### src/rtl/input_conditioner.sv
// Synchronises and debounces N_CH raw switch/button lines into clean levels.
// Optional INCOND_EDGE_EN adds registered one-cycle rise/fall pulses per channel.
module input_conditioner #(
    parameter  int N_CH           = 4,
    parameter  int TICK_DIV       = 1,
    parameter  int DEBOUNCE_TICKS = 4,
    localparam int CNT_W          = $clog2(DEBOUNCE_TICKS + 1)
) (
    input  logic            clk,
    input  logic            nrst,
    input  logic [N_CH-1:0] raw_in,
    output logic [N_CH-1:0] level,
    output logic [N_CH-1:0] pending,
    output logic            tick
`ifdef INCOND_EDGE_EN
    ,
    output logic [N_CH-1:0] rise,
    output logic [N_CH-1:0] fall
`endif
);

    localparam int PRE_W = (TICK_DIV > 1) ? $clog2(TICK_DIV) : 1;
    localparam logic [PRE_W-1:0] PRE_LAST = PRE_W'(TICK_DIV - 1);
    localparam logic [CNT_W-1:0] CNT_LAST = CNT_W'(DEBOUNCE_TICKS - 1);

    typedef enum logic {
        ST_STABLE  = 1'b0,
        ST_PENDING = 1'b1
    } state_t;

    logic [PRE_W-1:0] pre_q, pre_d;
    logic             tick_q, tick_d;
    logic [N_CH-1:0]  sync1_q, sync2_q;

    // tick_q is high exactly while the prescaler sits at its last count
    always_comb begin
        pre_d  = (pre_q == PRE_LAST) ? '0 : pre_q + 1'b1;
        tick_d = (pre_d == PRE_LAST);
    end

    always_ff @(posedge clk or negedge nrst) begin
        if (!nrst) begin
            pre_q   <= '0;
            tick_q  <= 1'b0;
            sync1_q <= '0;
            sync2_q <= '0;
        end else begin
            pre_q   <= pre_d;
            tick_q  <= tick_d;
            sync1_q <= raw_in;
            sync2_q <= sync1_q;
        end
    end

    assign tick = tick_q;

    genvar gi;
    generate
        for (gi = 0; gi < N_CH; gi++) begin : g_ch
            state_t           state_q, state_d;
            logic [CNT_W-1:0] cnt_q, cnt_d;
            logic             level_q, level_d;
            logic             mismatch;

            always_comb begin
                state_d  = state_q;
                cnt_d    = cnt_q;
                level_d  = level_q;
                mismatch = sync2_q[gi] ^ level_q;
                case (state_q)
                    ST_STABLE: begin
                        cnt_d = '0;
                        if (mismatch) begin
                            // The entry edge counts as a qualifying tick when tick is high
                            if (tick_q && (DEBOUNCE_TICKS == 1)) begin
                                level_d = ~level_q;
                            end else if (tick_q) begin
                                state_d = ST_PENDING;
                                cnt_d   = CNT_W'(1);
                            end else begin
                                state_d = ST_PENDING;
                            end
                        end
                    end
                    ST_PENDING: begin
                        if (!mismatch) begin
                            state_d = ST_STABLE;
                            cnt_d   = '0;
                        end else if (tick_q) begin
                            if (cnt_q == CNT_LAST) begin
                                level_d = ~level_q;
                                state_d = ST_STABLE;
                                cnt_d   = '0;
                            end else begin
                                cnt_d = cnt_q + 1'b1;
                            end
                        end
                    end
                    default: begin
                        state_d = ST_STABLE;
                        cnt_d   = '0;
                    end
                endcase
            end

            always_ff @(posedge clk or negedge nrst) begin
                if (!nrst) begin
                    state_q <= ST_STABLE;
                    cnt_q   <= '0;
                    level_q <= 1'b0;
                end else begin
                    state_q <= state_d;
                    cnt_q   <= cnt_d;
                    level_q <= level_d;
                end
            end

            assign level[gi]   = level_q;
            assign pending[gi] = (state_q == ST_PENDING);

`ifdef INCOND_EDGE_EN
            logic rise_q, rise_d;
            logic fall_q, fall_d;

            // Pulses line up with the first cycle the new level is visible
            always_comb begin
                rise_d = level_d & ~level_q;
                fall_d = ~level_d & level_q;
            end

            always_ff @(posedge clk or negedge nrst) begin
                if (!nrst) begin
                    rise_q <= 1'b0;
                    fall_q <= 1'b0;
                end else begin
                    rise_q <= rise_d;
                    fall_q <= fall_d;
                end
            end

            assign rise[gi] = rise_q;
            assign fall[gi] = fall_q;
`endif
        end
    endgenerate

endmodule

### config.mk
export PLATFORM = sky130hd
export DESIGN_NAME = input_conditioner
export DESIGN_NICKNAME = d
export VERILOG_FILES = /design/src/rtl/input_conditioner.sv
export SDC_FILE = /design/constraint.sdc
export NUM_CORES = 1
export LEC_CHECK = 0
export BUFFER_PORTS_ARGS = -buffer_cell sky130_fd_sc_hd__buf_2
export CAP_MARGIN = 20
export CORE_MARGIN = 4
export CORE_UTILIZATION = 30
export DETAILED_ROUTE_END_ITERATION = 8
export GPL_ROUTABILITY_DRIVEN = 0
export PLACE_DENSITY_LB_ADDON = 0.2
export SYNTH_ARGS = -nofsm -noshare
export SYNTH_HDL_FRONTEND = slang
export SYNTH_SLANG_ARGS = --single-unit
### constraint.sdc
create_clock -name clk -period 1.2 [get_ports clk]
set_input_delay 0.24 -clock clk [delete_from_list [all_inputs] [get_ports clk]]
set_output_delay 0.24 -clock clk [all_outputs]
set_load 0.005 [all_outputs]
==> results.json <==
{
  "cell_family_with_the_largest_share_of_critical_path_delay": "flip-flops",
  "drc_errors": 0,
  "cts_max_level": 2,
  "crit_slowest_cell": "sky130_fd_sc_hd__dfrtp_1",
  "syn2layout_area_growth_pct": 28.0,
  "synthMuxAreaShare": 0.0517,
  "die_area_um2": 5300,
  "synth-simple-area-share": 0.109,
  "place.port_buffers": 14,
  "maximum_number_of_pins_on_one_net_before_global_route_repair": 18,
  "place_hpwl_mm": 1.48,
  "top_level_ports": 15,
  "post-route-period-util": 1.03,
  "clock_skew_ns": 0.00139,
  "finalSetupViolations": 2,
  "synth_adder_area_share": 0.0398,
  "setup_ws_ns": -0.0331,
  "period_minus_slack_ns": 1.23,
  "tritoncts": "built",
  "fill_cells": 397,
  "design.final.nets": 136,
  "syn-mean-instance-area_um2": 12.8,
  "stdcell_area_um2": 1610,
  "cts_sinks": 29,
  "max_stage_delay_ns": 0.36,
  "setup.worst_path.class": "flip-flop to flip-flop",
  "timing.setup.tns_ns": -0.0397,
  "worstSetupEndpointType": "flip-flop",
  "syn_inst": 98,
  "antenna_cells": 0,
  "vdd_ir_drop_max_v": 0.000644,
  "cts-buffers-inserted": 5,
  "clk_pin_slew_ns": 0.06,
  "outcome": "complete, but fails checks",
  "root_buffer": "sky130_fd_sc_hd__clkbuf_8",
  "rsz0062_at_grt": "yes",
  "design.core.area_um2": 4030,
  "clk_latency_ns": 0.27,
  "first_pass_grt_wire_length_mm": 3.66,
  "critical_path_arrival_ns": 1.39,
  "grt_remaining_overflow": 0,
  "routed-via-count": 796,
  "violations_in_the_final_reports": "negative setup slack",
  "vias_per_cell": 4.52,
  "chipWidth_um": 72.8,
  "placementRows": 23,
  "crit_chain": "ha_2 -> nor2b_4 -> nand3_2 -> mux2_4",
  "antenna_violating_nets_post_route": 0,
  "vias_in_the_first_global_route": 834,
  "share_of_the_yosys_chip_area_belonging_to_registers": 0.577,
  "die_h_um": 72.8,
  "path_buf_inv": 0,
  "post_synth_xor_xnor_area": 0.0417,
  "drt-total-wl_mm": 2.11,
  "slew_limit_fails": 0,
  "worstPathMaxFanout": 4,
  "max_clock_freq_mhz": 811,
  "cellPowerDensity_nw_per_um2": 1390,
  "detail_route.wl_per_cell_um": 12.0,
  "initial_core_utilization": 0.312,
  "track_usage": 0.0920,
  "drtIter0Drc": 68,
  "total_power_mw": 2.24,
  "timing.critical_path.from_type": "flip-flop",
  "synth_warnings": 0,
  "commonest_non_fill_non_tap_cell_in_the_layout": "sky130_fd_sc_hd__dfrtp_1",
  "syn_nets": 108,
  "synth_top_family_by_area": "simple AND/OR/NAND/NOR gates",
  "yosysUniqueCellTypes": 28,
  "max_cap_viol_count": 0,
  "critical_path_required_ns": 1.35,
  "dpl_cell_area_um2": 1440,
  "synth-seq-cells": 29,
  "layout.cells.most_common_list": "sky130_fd_sc_hd__dfrtp_1 (29), sky130_fd_sc_hd__buf_2 (13), sky130_fd_sc_hd__buf_4 (12), sky130_fd_sc_hd__clkbuf_8 (6)",
  "drt_first_pass_iters": 5,
  "cts_buffer_depth": 2,
  "cellLeakagePower_nw": 0.781,
  "post_route_cells_drive_above_1_share": 0.413,
  "number_of_antenna_violations_at_the_first_check_in_global_routing": 0,
  "min_path_type": "input port to flip-flop",
  "synth.cell_area_um2": 1260,
  "report.final.hold_viol_count": 0,
  "synth_compound_gate_area_share": 0.103
}
==> cell type report <==
class	count	area (um^2)	share of cell area
sequential	29	726	0.450
multi-input combinational	55	483	0.300
timing repair buffer	31	239	0.148
clock buffer	7	86.3	0.0536
tap	50	62.6	0.0388
inverter	4	15.0	0.00932
==> timing repair <==
action	CTS	global route
pin swaps	4	5
endpoints found under the setup margin	4	9
gates resized for setup	4	8
setup buffers	3	0
endpoints found under the hold margin	12	0
hold buffers	1	0
==> metrics by stage <==
step                      utilization  setup slack, ns  std cells  hold slack, ns
after floorplan                     -           0.0105         98         -0.0556
after global placement          0.357          0.00270        165           0.156
after detailed placement        0.357          -0.0429        165           0.157
after CTS                       0.391          -0.0307        176          0.0619
after global routing            0.400          -0.0902        176          0.0552
final                           0.400          -0.0331        176          0.0736
==> flip-flops by register name, indices dropped and copies added (netlist names) <==
name / cells
sync2_q: 4
g_ch.state_q: 4
g_ch.cnt_q: 12
g_ch.level_q: 4
tick: 1
sync1_q: 4
==> layer usage <==
layer  wire (um)  GRT usage
met4          31     0.0430
met5           0          0
met3         105     0.0386
met1         917      0.106
met2        1050      0.148
==> cell usage after synthesis <==
| master | number | share of area |
|---|---|---|
| sky130_fd_sc_hd__dfrtp_1 | 29 | 0.58 |
| sky130_fd_sc_hd__buf_4 | 9 | 0.054 |
| sky130_fd_sc_hd__a21oi_1 | 4 | 0.016 |
| sky130_fd_sc_hd__ha_1 | 4 | 0.040 |
| sky130_fd_sc_hd__inv_1 | 4 | 0.012 |
| sky130_fd_sc_hd__mux2_1 | 4 | 0.036 |
| sky130_fd_sc_hd__nand2_1 | 4 | 0.012 |
| sky130_fd_sc_hd__xnor2_1 | 4 | 0.028 |
| sky130_fd_sc_hd__a21o_1 | 2 | 0.012 |
| sky130_fd_sc_hd__a311oi_2 | 2 | 0.024 |
| sky130_fd_sc_hd__a31oi_1 | 2 | 0.0099 |
| sky130_fd_sc_hd__and3_1 | 2 | 0.0099 |
| sky130_fd_sc_hd__and4_1 | 2 | 0.014 |
| sky130_fd_sc_hd__mux2i_1 | 2 | 0.016 |
| sky130_fd_sc_hd__nand2b_1 | 2 | 0.0099 |
| sky130_fd_sc_hd__nand3_1 | 2 | 0.0080 |
| sky130_fd_sc_hd__nand4_1 | 2 | 0.0099 |
| sky130_fd_sc_hd__nor2_1 | 2 | 0.0060 |
| sky130_fd_sc_hd__nor2b_1 | 2 | 0.0099 |
| sky130_fd_sc_hd__nor2b_4 | 2 | 0.022 |
| sky130_fd_sc_hd__nor3_1 | 2 | 0.0080 |
| sky130_fd_sc_hd__o211a_1 | 2 | 0.016 |
| sky130_fd_sc_hd__o22ai_1 | 2 | 0.0099 |
| sky130_fd_sc_hd__xor2_1 | 2 | 0.014 |
| sky130_fd_sc_hd__a211oi_1 | 1 | 0.0060 |
| sky130_fd_sc_hd__a211oi_2 | 1 | 0.0099 |
| sky130_fd_sc_hd__buf_6 | 1 | 0.0089 |
| sky130_fd_sc_hd__conb_1 | 1 | 0.0030 |
==> logic make-up (layout without fill, tap and decap cells) <==
group | count (synthesis) | count (layout)
multiplexers | 6 | 6
flip-flops | 29 | 29
XOR/XNOR | 6 | 6
adder cells (fa/ha/maj) | 4 | 4
buffers and inverters | 14 | 42
AND/OR/NAND/NOR | 22 | 22
other | 1 | 1
AO/OA/AOI/OAI | 16 | 16
==> worst register-to-register path, stage by stage (launching register included) <==
cell and delay (ns):
sky130_fd_sc_hd__dfrtp_1 0.36, sky130_fd_sc_hd__ha_2 0.19, sky130_fd_sc_hd__nor2b_4 0.18, sky130_fd_sc_hd__nand3_2 0.09
sky130_fd_sc_hd__mux2_4 0.30
==> path summary, 6_finish.rpt <==
| check | to | cells after the start | start | slack [ns] |
|---|---|---|---|---|
| max in group asynchronous | g_ch[3].state_q$_DFF_PN0_ | 3 | nrst | 0.40 |
| min in group asynchronous | g_ch[1].level_q$_DFFE_PN0P_ | 2 | nrst | 0.40 |
| setup / recovery | g_ch[0].level_q$_DFFE_PN0P_ | 4 | g_ch[0].cnt_q[1]$_DFFE_PN0P_ | -0.03 |
| hold reg to reg | sync2_q[1]$_DFF_PN0_ | 0 | sync1_q[1]$_DFF_PN0_ | 0.35 |
| setup reg to reg | g_ch[0].level_q$_DFFE_PN0P_ | 4 | g_ch[0].cnt_q[1]$_DFFE_PN0P_ | -0.03 |
| hold / removal | sync1_q[1]$_DFF_PN0_ | 1 | raw_in[1] | 0.07 |
==> report_power, final <==
part	total, mW	internal, mW	switching, mW
combinational	0.337	0.191	0.146
clock	0.779	0.453	0.325
sequential	1.12	1.05	0.0691
total	2.24	1.70	0.540
Power figures use the tool's default switching activity.
